===== src/rtl/systolic_ctrl_if.sv =====
// Control/handshake bundle between a job master and the systolic array sequencer.
// The master drives start/clear/len; the sequencer drives status, strobes and addresses.
interface systolic_ctrl_if #(
    parameter int N     = 4,
    parameter int CNT_W = 8
);
    localparam int AW = (N > 1) ? $clog2(N) : 1;

    logic             start;
    logic             clear;
    logic [CNT_W-1:0] len;
    logic             ready;
    logic             busy;
    logic             done;
    logic             w_we;
    logic [AW-1:0]    w_addr;
    logic             a_rd;
    logic [CNT_W-1:0] a_addr;
    logic [N-1:0]     a_en;
    logic             y_we;
    logic [CNT_W-1:0] y_addr;

    modport master (
        output start, clear, len,
        input  ready, busy, done, w_we, w_addr, a_rd, a_addr, a_en, y_we, y_addr
    );

    modport slave (
        input  start, clear, len,
        output ready, busy, done, w_we, w_addr, a_rd, a_addr, a_en, y_we, y_addr
    );
endinterface


===== src/rtl/systolic_ctrl.sv =====
// Job sequencer for an NxN systolic array: loads weight rows, streams input vectors,
// skews per-row enables and drains results into the output buffer.
module systolic_ctrl #(
    parameter int N     = 4,
    parameter int CNT_W = 8,
    parameter int Y_LAT = N + 1
) (
    input  logic            clk,
    input  logic            rst_n,
    systolic_ctrl_if.slave  bus
);
    localparam int AW = (N > 1) ? $clog2(N) : 1;

    typedef enum logic [2:0] {
        S_IDLE,
        S_LOAD_W,
        S_STREAM,
        S_DRAIN,
        S_DONE
    } state_t;

    state_t           r_state;
    logic [CNT_W-1:0] r_cnt;
    logic [CNT_W-1:0] r_len;

    logic             w_a_rd;
    logic [CNT_W-1:0] w_a_addr;
    logic             w_w_we;

    logic [N-1:0]     r_aen;
    logic             r_yv  [Y_LAT];
    logic [CNT_W-1:0] r_yad [Y_LAT];
    logic             w_v_in [Y_LAT];
    logic [CNT_W-1:0] w_d_in [Y_LAT];

    always_ff @(posedge clk or negedge rst_n) begin
        if (!rst_n) begin
            r_state <= S_IDLE;
            r_cnt   <= '0;
            r_len   <= '0;
        end else if (bus.clear) begin
            r_state <= S_IDLE;
            r_cnt   <= '0;
        end else begin
            case (r_state)
                S_IDLE: begin
                    if (bus.start) begin
                        r_state <= S_LOAD_W;
                        r_len   <= bus.len;
                        r_cnt   <= '0;
                    end
                end
                S_LOAD_W: begin
                    if (r_cnt == CNT_W'(N - 1)) begin
                        r_cnt   <= '0;
                        r_state <= (r_len != '0) ? S_STREAM : S_DONE;
                    end else begin
                        r_cnt <= r_cnt + 1'b1;
                    end
                end
                S_STREAM: begin
                    // r_len is nonzero here, so r_len-1 never underflows and the count stops before wrapping
                    if (r_cnt == r_len - 1'b1) begin
                        r_cnt   <= '0;
                        r_state <= S_DRAIN;
                    end else begin
                        r_cnt <= r_cnt + 1'b1;
                    end
                end
                S_DRAIN: begin
                    if (r_cnt == CNT_W'(Y_LAT - 1)) begin
                        r_cnt   <= '0;
                        r_state <= S_DONE;
                    end else begin
                        r_cnt <= r_cnt + 1'b1;
                    end
                end
                S_DONE:  r_state <= S_IDLE;
                default: r_state <= S_IDLE;
            endcase
        end
    end

    assign w_w_we   = (r_state == S_LOAD_W);
    assign w_a_rd   = (r_state == S_STREAM);
    assign w_a_addr = w_a_rd ? r_cnt : '0;

    assign bus.ready  = (r_state == S_IDLE);
    assign bus.busy   = (r_state == S_LOAD_W) || (r_state == S_STREAM) || (r_state == S_DRAIN);
    assign bus.done   = (r_state == S_DONE);
    assign bus.w_we   = w_w_we;
    assign bus.w_addr = w_w_we ? r_cnt[AW-1:0] : '0;
    assign bus.a_rd   = w_a_rd;
    assign bus.a_addr = w_a_addr;

    always_comb begin
        w_v_in[0] = w_a_rd;
        w_d_in[0] = w_a_addr;
        for (int unsigned i = 1; i < Y_LAT; i++) begin
            w_v_in[i] = r_yv[i-1];
            w_d_in[i] = r_yad[i-1];
        end
    end

    // Address stages only load alongside a valid bit, so the tail holds the last written address
    always_ff @(posedge clk or negedge rst_n) begin
        if (!rst_n) begin
            r_aen <= '0;
            for (int unsigned i = 0; i < Y_LAT; i++) begin
                r_yv[i]  <= 1'b0;
                r_yad[i] <= '0;
            end
        end else if (bus.clear) begin
            r_aen <= '0;
            for (int unsigned i = 0; i < Y_LAT; i++) begin
                r_yv[i]  <= 1'b0;
                r_yad[i] <= '0;
            end
        end else begin
            r_aen[0] <= w_a_rd;
            for (int unsigned i = 1; i < N; i++) begin
                r_aen[i] <= r_aen[i-1];
            end
            for (int unsigned i = 0; i < Y_LAT; i++) begin
                r_yv[i] <= w_v_in[i];
                if (w_v_in[i]) begin
                    r_yad[i] <= w_d_in[i];
                end
            end
        end
    end

    assign bus.a_en   = r_aen;
    assign bus.y_we   = r_yv[Y_LAT-1];
    assign bus.y_addr = r_yad[Y_LAT-1];
endmodule


===== src/flat_wrapper.sv =====
// flat-port wrapper written by rule: the top's interface ports become plain ports
module systolic_ctrl_flat 
#(
    parameter int N     = 4,
    parameter int CNT_W = 8,
    parameter int Y_LAT = N + 1
)
  (clk, rst_n, bus_start, bus_clear, bus_len, bus_ready, bus_busy, bus_done, bus_w_we, bus_w_addr, bus_a_rd, bus_a_addr, bus_a_en, bus_y_we, bus_y_addr);
  systolic_ctrl_if #(.N(N), .CNT_W(CNT_W)) bus_i ();
  input  logic clk;
  input  logic rst_n;
  input wire logic [$bits(bus_i.start)-1:0] bus_start;
  input wire logic [$bits(bus_i.clear)-1:0] bus_clear;
  input wire logic [$bits(bus_i.len)-1:0] bus_len;
  output wire logic [$bits(bus_i.ready)-1:0] bus_ready;
  output wire logic [$bits(bus_i.busy)-1:0] bus_busy;
  output wire logic [$bits(bus_i.done)-1:0] bus_done;
  output wire logic [$bits(bus_i.w_we)-1:0] bus_w_we;
  output wire logic [$bits(bus_i.w_addr)-1:0] bus_w_addr;
  output wire logic [$bits(bus_i.a_rd)-1:0] bus_a_rd;
  output wire logic [$bits(bus_i.a_addr)-1:0] bus_a_addr;
  output wire logic [$bits(bus_i.a_en)-1:0] bus_a_en;
  output wire logic [$bits(bus_i.y_we)-1:0] bus_y_we;
  output wire logic [$bits(bus_i.y_addr)-1:0] bus_y_addr;
  assign bus_i.start = bus_start;
  assign bus_i.clear = bus_clear;
  assign bus_i.len = bus_len;
  assign bus_ready = bus_i.ready;
  assign bus_busy = bus_i.busy;
  assign bus_done = bus_i.done;
  assign bus_w_we = bus_i.w_we;
  assign bus_w_addr = bus_i.w_addr;
  assign bus_a_rd = bus_i.a_rd;
  assign bus_a_addr = bus_i.a_addr;
  assign bus_a_en = bus_i.a_en;
  assign bus_y_we = bus_i.y_we;
  assign bus_y_addr = bus_i.y_addr;
  systolic_ctrl #(.N(N), .CNT_W(CNT_W), .Y_LAT(Y_LAT)) u_core (.clk(clk), .rst_n(rst_n), .bus(bus_i));
endmodule

===== config.mk =====
export PLATFORM = sky130hd
export DESIGN_NAME = systolic_ctrl_flat
export DESIGN_NICKNAME = d
export VERILOG_FILES = /design/src/rtl/systolic_ctrl_if.sv /design/src/rtl/systolic_ctrl.sv /design/src/flat_wrapper.sv
export SDC_FILE = /design/constraint.sdc
export NUM_CORES = 1
export LEC_CHECK = 0
export CAP_MARGIN = 5
export CORE_ASPECT_RATIO = 0.75
export CORE_MARGIN = 1
export CORE_UTILIZATION = 50
export CTS_BUF_LIST = sky130_fd_sc_hd__clkbuf_2
export CTS_CLUSTER_SIZE = 20
export DETAILED_ROUTE_END_ITERATION = 12
export GPL_TIMING_DRIVEN = 0
export HOLD_SLACK_MARGIN = 0.03
export PLACE_DENSITY = 0.84
export SYNTH_ARGS = -nofsm -noshare
export SYNTH_HDL_FRONTEND = slang
export SYNTH_SLANG_ARGS = --single-unit

===== constraint.sdc =====
create_clock -name clk -period 3.15 [get_ports clk]
set_input_delay 0.4725 -clock clk [delete_from_list [all_inputs] [get_ports clk]]
set_output_delay 0.4725 -clock clk [all_outputs]
set_load 0.005 [all_outputs]

==> results.yml <==
cts:
  clock_path_buffers: 2
  clk_latency_ns: 0.49
  post_cts_resize_count: 0
  cts_setup_buffers: 0
  htreeDepth: 3
  cts.clk_slew.worst_paths_ns: 0.18
  cts.sinks: 64
  cts_made_buffers: 9
  postCtsHoldBufs: 1
  root_buffer: "clkbuf_2"
  cts_tree: "done"
global_route:
  grt_max_degree: 26
  overflow: 0
  antenna_found_initial: 0
  grt_pass1_wl_um: 10580
  grtUsageTotal: 0.2105
  grt_pass1_vias: 2171
die:
  die_h_um: 70.49
  coreArea_um2: 5916
  die_x_um: 93.31
  ios: 40
  dieArea_um2: 6577
  initial_core_util: 0.5286
  rows: 24
sta:
  period_needed_ns: 2.795
  finClkSkew_ns: 0.03429
  timing.hold.ws_ns: 0.4061
  maxSlewViolCount: 0
  fmax_mhz: 357.7
  setup_tns_ns: 0
  slew_headroom: 0.3911
  setup_slack_ns: 0.3546
  fin_crit_sh: 0.8874
  setup_viol: 0
  tightest_slew_ns: 0.9064
  hold_viol: 0
  rsz0062_at_grt: "false"
placed_design:
  port_buffers: 38
  gp_congestion: 0.8518
  dp_hpwl_um: 4376
  place_ws_ns: 0.5170
final_layout:
  final_nets: 350
  drive_above_1_share: 0.1711
  syn_to_final_growth_pct: 21.25
  antenna_cells: 0
synthesis:
  synth_edf_count: 0
  synth-simple-area-share: 0.1421
  muxShareOfSynthArea: 0.1313
  ys_dominant_reg_cell: "dfrtp_1"
  post_synth.cell_area_avg_um2: 11.09
  synth_compound_area_frac: 0.09764
  yosysUniqueCellTypes: 40
  synthAdderAreaFrac: 0.01601
  syn_nets: 298
  ys_ff_latch: 64
  synth-warning-count: 0
  synth_xor_area_frac: 0.03361
  netlist_area_um2: 3127
  synthArstFlopShare: 1.000
  synth_top_family_by_area: "simple AND/OR/NAND/NOR gates"
  synth_cells: 282
  ys_seq_area_frac: 0.5122
power_and_ir_drop:
  leakage_nw: 1.647
  ir_drop_mv: 0.4778
  powerDensity_nw_per_um2: 610.3
worst_setup_path:
  crit_start: "u_core.r_state[0]"
  critPathKind: "flip-flop to output pin"
  crit_arrival_ns: 2.32
  crit_slowest_cell: "clkdlybuf4s50_1"
  crit_path_cell_trace: "buf_6, nand2b_1, nor2_1, and2_1, clkdlybuf4s50_1"
  crit_path_start_kind: "flip-flop"
  crit_path_max_incr_delay_ns: 0.51
  worstPathMaxFanout: 9
  r2r_start: "u_core.r_cnt[0]"
  end_kind: "output pin"
  critPathRequiredTime_ns: 2.68
hold_path:
  min_path_type: "primary input to asynchronous set/reset pin"
route:
  wire_per_inst_um: 15.03
  route.met2.wl_um: 2857
  postRouteAntennaNets: 0
  drc: 0
  vias: 2250
  viasPerCell: 5.396
  routed_wl_um: 6267
  wl_met1_um: 2924
  first_iter_violations: 214
  first_pass_iters: 5
  wl_met3_um: 425
  dr.max_layer_used: "met4"
job:
  max_cap_violations: 0
status:
  status: "finished clean"
path summary, 6_finish.rpt:
| kind | end | slack [ns] | cells past startpoint |
|---|---|---|---|
| max | bus_a_addr[7] | 0.35 | 5 |
| min | u_core.bus.a_en[0] | 0.41 | 2 |
| max reg2reg | u_core.r_state[0] | 0.47 | 7 |
| min reg2reg | u_core.r_yad[35] | 0.53 | 1 |
| max in group asynchronous | u_core.r_yad[14] | 2.08 | 4 |
| min in group clk | u_core.r_cnt[4] | 0.52 | 3 |
registers in the layout, indices dropped and copies added (netlist names):
register / count
u_core.bus.y_addr: 8
u_core.r_cnt: 8
u_core.r_yad: 32
u_core.r_state: 3
u_core.bus.a_en: 4
u_core.bus.y_we: 1
u_core.r_len: 8
cell usage in the layout, fill, tap and decap left out, drive strengths merged, types with 2 or more instances in the layout:
master,instances
clkinv,4
nor3,10
or3,4
o21ai,4
a22o,13
bufinv,2
clkdlybuf4s50,37
or3b,2
nor2,42
inv,7
a21oi,8
buf,22
nand2,6
nor2b,4
nand3,6
dfrtp,64
ha,4
xnor2,6
o22ai,3
clkbuf,17
a32o,3
and2,7
xor2,6
a31oi,2
and3,2
mux2i,32
mux2,8
nand2b,4
worst max-delay path: cells and delay by family (launching register included):
kind | cells | cell delay, ns
buf+inv | 2 | 0.65
simple gates | 3 | 0.80
flops | 1 | 0.41
logic make-up after synthesis:
kind of cell | Yosys count
XOR/XNOR | 12
multiplexers | 40
buffers and inverters | 33
AND/OR/NAND/NOR | 91
flip-flops | 64
adder cells (fa/ha/maj) | 4
AO/OA/AOI/OAI | 38
routing by layer:
layer,GRT usage,vias to the layer above
met4,0.05470,0
met1,0.3140,1100
met5,0,-
li1,-,1072
met2,0.2974,73
met3,0.06427,5
Yosys cell counts (all sizes together) (6+ instances only):
cell    count  share of area
a21oi       8          0.013
a22o       13          0.039
and2        7          0.014
buf        19          0.050
clkbuf      7         0.0084
dfrtp      64           0.51
inv         7         0.0084
mux2        8          0.029
mux2i      32           0.10
nand2       6         0.0072
nand3       6         0.0096
nor2       42          0.050
nor3       10          0.016
xnor2       6          0.017
xor2        6          0.017
metrics by stage:
step / power [W] / cell area, um2 / instances / util
6_report: 0.002314 / 3791 / 417 / 0.6409
5_1_grt: 0.002442 / 3791 / 417 / 0.6409
4_1_cts: 0.002307 / 3791 / 417 / 0.6409
3_5_place_dp: 0.001749 / 3647 / 400 / 0.6165
3_3_place_gp: 0.001717 / 3605 / 398 / 0.6093
2_1_floorplan: 0.001500 / 3127 / 282 / -
power by group:
group	total [W]	internal (W)	switching, W	leakage, nW
registers	0.00101	0.000903	0.000104	0.874
logic	0.000748	0.000363	0.000385	0.688
clock network	0.000560	0.000264	0.000296	0.0857
total	0.00231	0.00153	0.000784	1.65
final cells by class:
type / count / area, um2
Tap cell: 78 / 97.59
Buffer: 26 / 183.9
Timing Repair Buffer: 41 / 432.9
Sequential cell: 64 / 1602
Inverter: 7 / 26.28
Fill cell: 446 / 2125
Clock inverter: 6 / 83.83
Clock buffer: 10 / 50.05
Multi-Input combinational cell: 185 / 1315
Note: power is estimated with default switching activity, not from simulation.
